--- src/rtl/vga_pkg.sv ---
// Shared timing defaults, pattern-mode encoding and the colour-bar table
// for the VGA timing and test-pattern generator.
package vga_pkg;

    localparam int DEF_H_ACTIVE        = 640;
    localparam int DEF_H_FP            = 16;
    localparam int DEF_H_SYNC          = 96;
    localparam int DEF_H_BP            = 48;
    localparam int DEF_V_ACTIVE        = 480;
    localparam int DEF_V_FP            = 10;
    localparam int DEF_V_SYNC          = 2;
    localparam int DEF_V_BP            = 33;
    localparam int DEF_CLK_DIV         = 2;
    localparam int DEF_COLOR_W         = 8;
    localparam int DEF_DEBOUNCE_CYCLES = 500000;

    typedef enum logic [1:0] {
        MODE_BARS  = 2'd0,
        MODE_GRID  = 2'd1,
        MODE_GRAD  = 2'd2,
        MODE_SOLID = 2'd3
    } mode_t;

    // One bit per channel; each bit is later widened to full scale or zero.
    typedef struct packed {
        logic r;
        logic g;
        logic b;
    } rgb1_t;

    localparam logic [2:0] BAR_TABLE [8] = '{
        3'b111, 3'b110, 3'b011, 3'b010, 3'b101, 3'b100, 3'b001, 3'b000
    };

    function automatic rgb1_t bar_colour(input logic [2:0] idx);
        return rgb1_t'(BAR_TABLE[idx]);
    endfunction

endpackage

--- src/rtl/vga_key_debounce.sv ---
// Active-low push-button conditioner: two-flop synchroniser, stability counter,
// and a one-cycle pulse on each accepted press (falling edge).
module vga_key_debounce #(
    parameter int DEBOUNCE_CYCLES = 500000
) (
    input  logic i_clk,
    input  logic i_reset,
    input  logic i_key_n,
    output logic o_press
);
    localparam int CNT_W = $clog2(DEBOUNCE_CYCLES + 1);

    logic [1:0]       r_sync;
    logic             r_stable;
    logic [CNT_W-1:0] r_cnt;
    logic             r_press;
    logic             w_key;

    // NOTE: KEY is asynchronous to the clock, so nothing may look at it before the second flop.
    assign w_key = r_sync[1];

    always_ff @(posedge i_clk) begin
        if (i_reset) begin
            r_sync   <= 2'b11;
            r_stable <= 1'b1;
            r_cnt    <= '0;
            r_press  <= 1'b0;
        end else begin
            r_sync  <= {r_sync[0], i_key_n};
            r_press <= 1'b0;
            if (w_key == r_stable) begin
                r_cnt <= '0;
            end else if (r_cnt == CNT_W'(DEBOUNCE_CYCLES - 1)) begin
                r_cnt    <= '0;
                r_stable <= w_key;
                r_press  <= r_stable & ~w_key;
            end else begin
                r_cnt <= r_cnt + CNT_W'(1);
            end
        end
    end

    assign o_press = r_press;

endmodule

--- src/rtl/vga_timing_pattern_gen.sv ---
// VGA timing generator with four selectable test patterns; all video outputs are
// registered on the pixel clock-enable so sync, blank, colour and coordinates stay aligned.
module vga_timing_pattern_gen
    import vga_pkg::*;
#(
    parameter int H_ACTIVE        = DEF_H_ACTIVE,
    parameter int H_FP            = DEF_H_FP,
    parameter int H_SYNC          = DEF_H_SYNC,
    parameter int H_BP            = DEF_H_BP,
    parameter int V_ACTIVE        = DEF_V_ACTIVE,
    parameter int V_FP            = DEF_V_FP,
    parameter int V_SYNC          = DEF_V_SYNC,
    parameter int V_BP            = DEF_V_BP,
    parameter bit HS_POL          = 1'b0,
    parameter bit VS_POL          = 1'b0,
    parameter int CLK_DIV         = DEF_CLK_DIV,
    parameter int COLOR_W         = DEF_COLOR_W,
    parameter int DEBOUNCE_CYCLES = DEF_DEBOUNCE_CYCLES
) (
    input  logic               CLOCK_50M,
    input  logic               reset,
    input  logic [2:0]         KEY,
    output logic               hs,
    output logic               vs,
    output logic               VGA_BLANK,
    output logic               VGA_CLK,
    output logic [COLOR_W-1:0] VGA_R,
    output logic [COLOR_W-1:0] VGA_G,
    output logic [COLOR_W-1:0] VGA_B,
    output logic [10:0]        pix_x,
    output logic [9:0]         pix_y,
    output logic               frame_start
);
    localparam int H_TOTAL = H_ACTIVE + H_FP + H_SYNC + H_BP;
    localparam int V_TOTAL = V_ACTIVE + V_FP + V_SYNC + V_BP;
    localparam int H_W     = $clog2(H_TOTAL);
    localparam int V_W     = $clog2(V_TOTAL);
    localparam int DIV_W   = $clog2(CLK_DIV);
    localparam int BAR_W   = H_ACTIVE / 8;
    localparam int BAR_CW  = $clog2(BAR_W + 1);

    logic [DIV_W-1:0]  r_div_cnt;
    logic [DIV_W-1:0]  w_div_next;
    logic              w_pix_ce;
    logic [H_W-1:0]    r_h_cnt;
    logic [V_W-1:0]    r_v_cnt;
    logic              w_h_last;
    logic              w_v_last;
    logic [BAR_CW-1:0] r_bar_px;
    logic [2:0]        r_bar_idx;
    int                w_h;
    int                w_v;
    logic              w_active;
    logic              w_h_sync;
    logic              w_v_sync;
    logic              w_origin;
    logic              w_commit;
    logic [10:0]       w_x;
    logic [9:0]        w_y;
    logic [2:0]        w_req;
    logic [2:0]        r_pend;
    mode_t             r_mode;
    logic [2:0]        r_idx;
    logic              r_inv;
    mode_t             w_mode_eff;
    logic [2:0]        w_idx_eff;
    logic              w_inv_eff;
    rgb1_t             w_bar;
    rgb1_t             w_solid;
    logic              w_grid_on;
    logic [COLOR_W-1:0] w_r, w_g, w_b;

    logic               r_hs, r_vs, r_blank, r_vga_clk, r_frame_start;
    logic [COLOR_W-1:0] r_r, r_g, r_b;
    logic [10:0]        r_pix_x;
    logic [9:0]         r_pix_y;

    assign w_pix_ce   = (r_div_cnt == DIV_W'(CLK_DIV - 1));
    assign w_div_next = w_pix_ce ? '0 : r_div_cnt + DIV_W'(1);
    assign w_h_last   = (r_h_cnt == H_W'(H_TOTAL - 1));
    assign w_v_last   = (r_v_cnt == V_W'(V_TOTAL - 1));

    always_ff @(posedge CLOCK_50M) begin
        if (reset) begin
            r_div_cnt <= '0;
            r_vga_clk <= 1'b0;
            r_h_cnt   <= '0;
            r_v_cnt   <= '0;
            r_bar_px  <= '0;
            r_bar_idx <= '0;
        end else begin
            r_div_cnt <= w_div_next;
            r_vga_clk <= (w_div_next >= DIV_W'(CLK_DIV / 2));
            if (w_pix_ce) begin
                if (w_h_last) begin
                    r_h_cnt   <= '0;
                    r_v_cnt   <= w_v_last ? '0 : r_v_cnt + V_W'(1);
                    r_bar_px  <= '0;
                    r_bar_idx <= '0;
                end else begin
                    r_h_cnt <= r_h_cnt + H_W'(1);
                    if (r_bar_px == BAR_CW'(BAR_W - 1)) begin
                        r_bar_px  <= '0;
                        r_bar_idx <= r_bar_idx + 3'd1;
                    end else begin
                        r_bar_px <= r_bar_px + BAR_CW'(1);
                    end
                end
            end
        end
    end

    assign w_h      = int'(r_h_cnt);
    assign w_v      = int'(r_v_cnt);
    assign w_active = (w_h < H_ACTIVE) && (w_v < V_ACTIVE);
    assign w_h_sync = (w_h >= H_ACTIVE + H_FP) && (w_h < H_ACTIVE + H_FP + H_SYNC);
    assign w_v_sync = (w_v >= V_ACTIVE + V_FP) && (w_v < V_ACTIVE + V_FP + V_SYNC);
    assign w_origin = (r_h_cnt == '0) && (r_v_cnt == '0);
    assign w_commit = w_pix_ce && w_origin;
    assign w_x      = 11'(r_h_cnt);
    assign w_y      = 10'(r_v_cnt);

    for (genvar k = 0; k < 3; k++) begin : g_key
        vga_key_debounce #(
            .DEBOUNCE_CYCLES(DEBOUNCE_CYCLES)
        ) u_key (
            .i_clk   (CLOCK_50M),
            .i_reset (reset),
            .i_key_n (KEY[k]),
            .o_press (w_req[k])
        );
    end

    // NOTE: the origin pixel already reads the pending settings, so pixel (0,0) shows the
    // mode that commits on that same edge and a frame never mixes two patterns.
    assign w_mode_eff = (w_origin && r_pend[0]) ? mode_t'(r_mode + 2'd1) : r_mode;
    assign w_idx_eff  = (w_origin && r_pend[1]) ? r_idx + 3'd1 : r_idx;
    assign w_inv_eff  = (w_origin && r_pend[2]) ? ~r_inv : r_inv;

    always_ff @(posedge CLOCK_50M) begin
        if (reset) begin
            r_mode <= MODE_BARS;
            r_idx  <= '0;
            r_inv  <= 1'b0;
            r_pend <= '0;
        end else if (w_commit) begin
            r_mode <= w_mode_eff;
            r_idx  <= w_idx_eff;
            r_inv  <= w_inv_eff;
            r_pend <= w_req;
        end else begin
            r_pend <= r_pend | w_req;
        end
    end

    assign w_bar     = bar_colour(r_bar_idx);
    assign w_solid   = rgb1_t'(w_idx_eff);
    assign w_grid_on = (w_x[4:0] == 5'd0) || (w_y[4:0] == 5'd0);

    always_comb begin
        // NOTE: defaults first so no path through the case leaves a colour unassigned.
        w_r = '0;
        w_g = '0;
        w_b = '0;
        unique case (w_mode_eff)
            MODE_BARS: begin
                w_r = {COLOR_W{w_bar.r}};
                w_g = {COLOR_W{w_bar.g}};
                w_b = {COLOR_W{w_bar.b}};
            end
            MODE_GRID: begin
                w_r = {COLOR_W{w_grid_on}};
                w_g = {COLOR_W{w_grid_on}};
                w_b = {COLOR_W{w_grid_on}};
            end
            MODE_GRAD: begin
                w_r = COLOR_W'(w_x);
                w_g = COLOR_W'(w_y);
            end
            MODE_SOLID: begin
                w_r = {COLOR_W{w_solid.r}};
                w_g = {COLOR_W{w_solid.g}};
                w_b = {COLOR_W{w_solid.b}};
            end
            default: ;
        endcase
        if (w_inv_eff) begin
            w_r = ~w_r;
            w_g = ~w_g;
            w_b = ~w_b;
        end
    end

    always_ff @(posedge CLOCK_50M) begin
        if (reset) begin
            r_hs          <= ~HS_POL;
            r_vs          <= ~VS_POL;
            r_blank       <= 1'b0;
            r_r           <= '0;
            r_g           <= '0;
            r_b           <= '0;
            r_pix_x       <= '0;
            r_pix_y       <= '0;
            r_frame_start <= 1'b0;
        end else begin
            r_frame_start <= w_commit;
            if (w_pix_ce) begin
                r_hs    <= w_h_sync ? HS_POL : ~HS_POL;
                r_vs    <= w_v_sync ? VS_POL : ~VS_POL;
                r_blank <= w_active;
                r_r     <= w_active ? w_r : '0;
                r_g     <= w_active ? w_g : '0;
                r_b     <= w_active ? w_b : '0;
                r_pix_x <= w_x;
                r_pix_y <= w_y;
            end
        end
    end

    assign hs          = r_hs;
    assign vs          = r_vs;
    assign VGA_BLANK   = r_blank;
    assign VGA_CLK     = r_vga_clk;
    assign VGA_R       = r_r;
    assign VGA_G       = r_g;
    assign VGA_B       = r_b;
    assign pix_x       = r_pix_x;
    assign pix_y       = r_pix_y;
    assign frame_start = r_frame_start;

endmodule
--- config.mk ---
export PLATFORM = sky130hd
export DESIGN_NAME = vga_timing_pattern_gen
export DESIGN_NICKNAME = d
export VERILOG_FILES = /design/src/rtl/vga_pkg.sv /design/src/rtl/vga_key_debounce.sv /design/src/rtl/vga_timing_pattern_gen.sv
export SDC_FILE = /design/constraint.sdc
export NUM_CORES = 1
export LEC_CHECK = 0
export CORE_AREA = 2 2 137 139
export DETAILED_ROUTE_END_ITERATION = 10
export DIE_AREA = 0 0 139 141
export PLACE_DENSITY = 0.66
export SKIP_CTS_REPAIR_TIMING = 1
export SLEW_MARGIN = 20
export SYNTH_ARGS = -nofsm -noshare
export SYNTH_HDL_FRONTEND = slang
export SYNTH_HIERARCHICAL = 1
export SYNTH_SLANG_ARGS = --single-unit
--- constraint.sdc ---
create_clock -name CLOCK_50M -period 3 [get_ports CLOCK_50M]
set_input_delay 0.45 -clock CLOCK_50M [delete_from_list [all_inputs] [get_ports CLOCK_50M]]
set_output_delay 0.45 -clock CLOCK_50M [all_outputs]
set_load 0.005 [all_outputs]
==> summary.txt <==
Status: finished clean
First-pass GRT wire length: 26600 um
RSZ-0062 raised after global routing: no
Mux contribution to synthesized area: 3.53%
Synth Warn #: 6
Peak supply drop: 0.405 mV
Mapped Cells: 820
Post-synthesis compound-gate area fraction: 13.8%
Post-synthesis sequential area ratio: 42.0%
Top post-synthesis cells by area: dfxtp_1, nor2_1, xnor2_1
Most instantiated cells after synthesis: dfxtp_1, nor2_1, nand2_1, a21oi_1, xnor2_1
Crit-path max cell delay: 0.63 ns
M2 GR Usage: 26.3%
CTS Buf Count: 17
Ports: 55
Worst-margin pin slew: 0.757 ns
Via count: 5883
Die height: 141 um
Worst Reg-to-Reg Cells: 8
Gr ovfl total: 0
CTS Root Cell: clkbuf_16
WP data required: 3.35 ns
DRT Pass-1 Iters: 4
Yosys top cell by area: dfxtp_1
Leak pwr: 2.78 nW
Clock Sinks: 150
Final Hold Fails: 0
Final routed DRC violation total: 0
Largest net degree at the start of global routing: 60
CP max FO: 16
Most common cell in the netlist: dfxtp_1
Top FF cell, synth: dfxtp_1
Met3 usage: 3.91%
1st-iter DRT viols: 403
Met1 Usage GRT: 21.5%
Die area: 19600 sq um
Multi-input gate area: 3780 sq um
Antenna violations before repair: 0
# fillers: 1816
Critical Path Sink: VGA_R[1]
Register Area: 3000 sq um
CP max stage cell: or4b_1
Setup crit end kind: flop
H-tree lvl count: 4
Design area: 8420 sq um
Reg2reg end: VGA_R[1]
Max_cap viols: 0
Hold_ws: 0.412 ns
Clock skew: 0.0124 ns
Initial core utilization: 39.2%
Critical path origin: r_h_cnt[1]
Routed vias/inst: 5.31
Pwr Density: 512 nW/um^2
Adder-Cell Fraction of Synth Area: 2.27%
Layout cells sized above 1: 11.5%
Reg-to-reg slack, setup: 0.23 ns
Syn Nets: 838
Startpoint types: flop
Area grow syn2layout: 17.8%
Fmax: 361 MHz
Ant. Diodes: 0
Worst slew margin: 49.5%
Routability Congestion: 0.910
DIE WIDTH: 139 um
Xor/xnor share of the synthesized area: 7.35%
Synth top area share: 42.0%
Cell Chain, Critical Path: inv_1, ha_1, or4b_1, nor3_2, a31oi_1, a211o_1, a211o_1, o211ai_1
Final wirelength: 15600 um
FFs w/ async S/R, synth: 0%
Post-Synth Simple-Gate Area: 25.8%
Core footprint: 18300 sq um
Combinational family with the most area after synthesis: simple AND/OR/NAND/NOR gates
Final worst path period need: 2.77 ns
Hold WC Path Type: flop to flop
Yosys reg bits: 150
# rows: 50
Total power: 4.31 mW
Final net count: 878
GRT Total Usage: 16.4%
Post-synth EDFFs: 0
PortBufs: 53
Setup TNS: 0 ns
Synthesized cell area: 7150 sq um
Tcrit/Tclk final: 92.3%
TritonCTS clock tree: yes
Wire length per cell: 14.1 um
Slew Limit Fails: 0
Number of global-route vias before repair: 5445
Placed instance area: 7850 sq um
Mean Syn Cell Area: 8.72 sq um
CP most frequent cell: a211o_1
Final setup violation count: 0
DRT antenna net count: 0
Worst r2r src: r_h_cnt[1]
Arr. time, crit path: 3.12 ns
Crit Path Class: flop to flop
DPL Wire Length: 10600 um
Worst skew pair latency: 0.43 ns
Library cells used by synthesis: 63
Clk slew on worst S/H paths: 0.06 ns
GR peak layer: met2
Clock buffer depth: 2
how the worst min path moves through the flow:
stage | slack (ns) | cells after the start | from | to
3_3_place_gp | 0.39 | 1 | g_key[0].u_key/r_sync[0] | g_key[0].u_key/r_sync[1]
2_1_floorplan | 0.39 | 1 | g_key[0].u_key/r_sync[0] | g_key[0].u_key/r_sync[1]
4_1_cts | 0.41 | 1 | g_key[2].u_key/r_sync[0] | g_key[2].u_key/r_sync[1]
6_report | 0.41 | 1 | g_key[2].u_key/r_sync[0] | g_key[2].u_key/r_sync[1]
3_5_place_dp | 0.40 | 1 | g_key[0].u_key/r_sync[0] | g_key[0].u_key/r_sync[1]
5_1_grt | 0.42 | 1 | g_key[2].u_key/r_sync[0] | g_key[2].u_key/r_sync[1]
worst max-delay path: cells and delay by family, from the launching register on:
kind / cells / cell delay (ns)
AO/OA/AOI/OAI: 4 / 1.10
buffers and inverters: 1 / 0.10
flip-flops: 1 / 0.37
adder cells (fa/ha/maj): 1 / 0.13
AND/OR/NAND/NOR: 2 / 0.99
sequential cells by signal, summed over array words and instances (netlist names), 2 cells and up:
register / count
VGA_G: 8
g_key.u_key/o_press: 3
pix_x: 10
g_key.u_key/r_stable: 3
VGA_R: 8
g_key.u_key/r_sync: 6
r_idx: 3
pix_y: 10
g_key.u_key/r_cnt: 57
r_h_cnt: 10
r_pend: 3
r_bar_px: 7
r_bar_idx: 3
r_v_cnt: 10
r_mode: 2
cell families (layout without fill, tap and decap cells):
group	after synthesis	in the layout
AO/OA/AOI/OAI	143	143
XOR/XNOR	60	60
adder cells (fa/ha/maj)	13	13
buffers and inverters	74	127
flip-flops	150	150
multiplexers	24	24
other	1	1
AND/OR/NAND/NOR	355	355
layout by cell type (no fill, tap or decap), types with 6 or more instances in the layout:
cell type and instances:
or3_1 18, inv_1 21, or4_1 8, nand2_1 58, or2_2 13, clkbuf_16 17
clkdlybuf4s50_1 52, ha_1 13, o21ai_2 6, a211o_1 17, nand3_1 31, mux2i_1 23
buf_4 20, nand4_1 23, o31ai_1 6, nor2_1 117, xor2_1 19, a21oi_1 45
xnor2_1 41, nor4_1 18, dfxtp_1 149, o21ai_0 16, nor3_1 26, a22oi_1 9
o211ai_1 15
per-layer routing:
metal / share of wire, % / vias to the layer above / wire, um
met3: 3.7 / 20 / 569
met1: 49 / 2772 / 7590
li1: - / 2994 / -
met4: 1.7 / 0 / 259
met5: 0 / - / 0
met2: 46 / 97 / 7170
stage by stage:
step                      util [%]  instances  setup slack [ns]
after CTS                     46.1       1107             0.273
after detailed placement      43.0       1075             0.306
after floorplan                  -        820             0.576
after global placement        43.0       1075             0.334
after global routing          46.1       1107            0.0617
final                         46.1       1107             0.231
report_power, final:
group          switching [mW]  internal (mW)  leakage [nW]
Clock                   0.894           1.16         0.271
Sequential             0.0222           2.03          1.22
Combinational           0.104          0.106          1.29
final cells by class:
cell class	instances	area share, %
clock buffer	17	5.05
timing repair buffer	74	8.26
clock inverter	15	1.72
inverter	21	0.936
tap	234	3.48
multi-input combinational	596	44.9
sequential	150	35.7
Power figures use the tool's default switching activity.
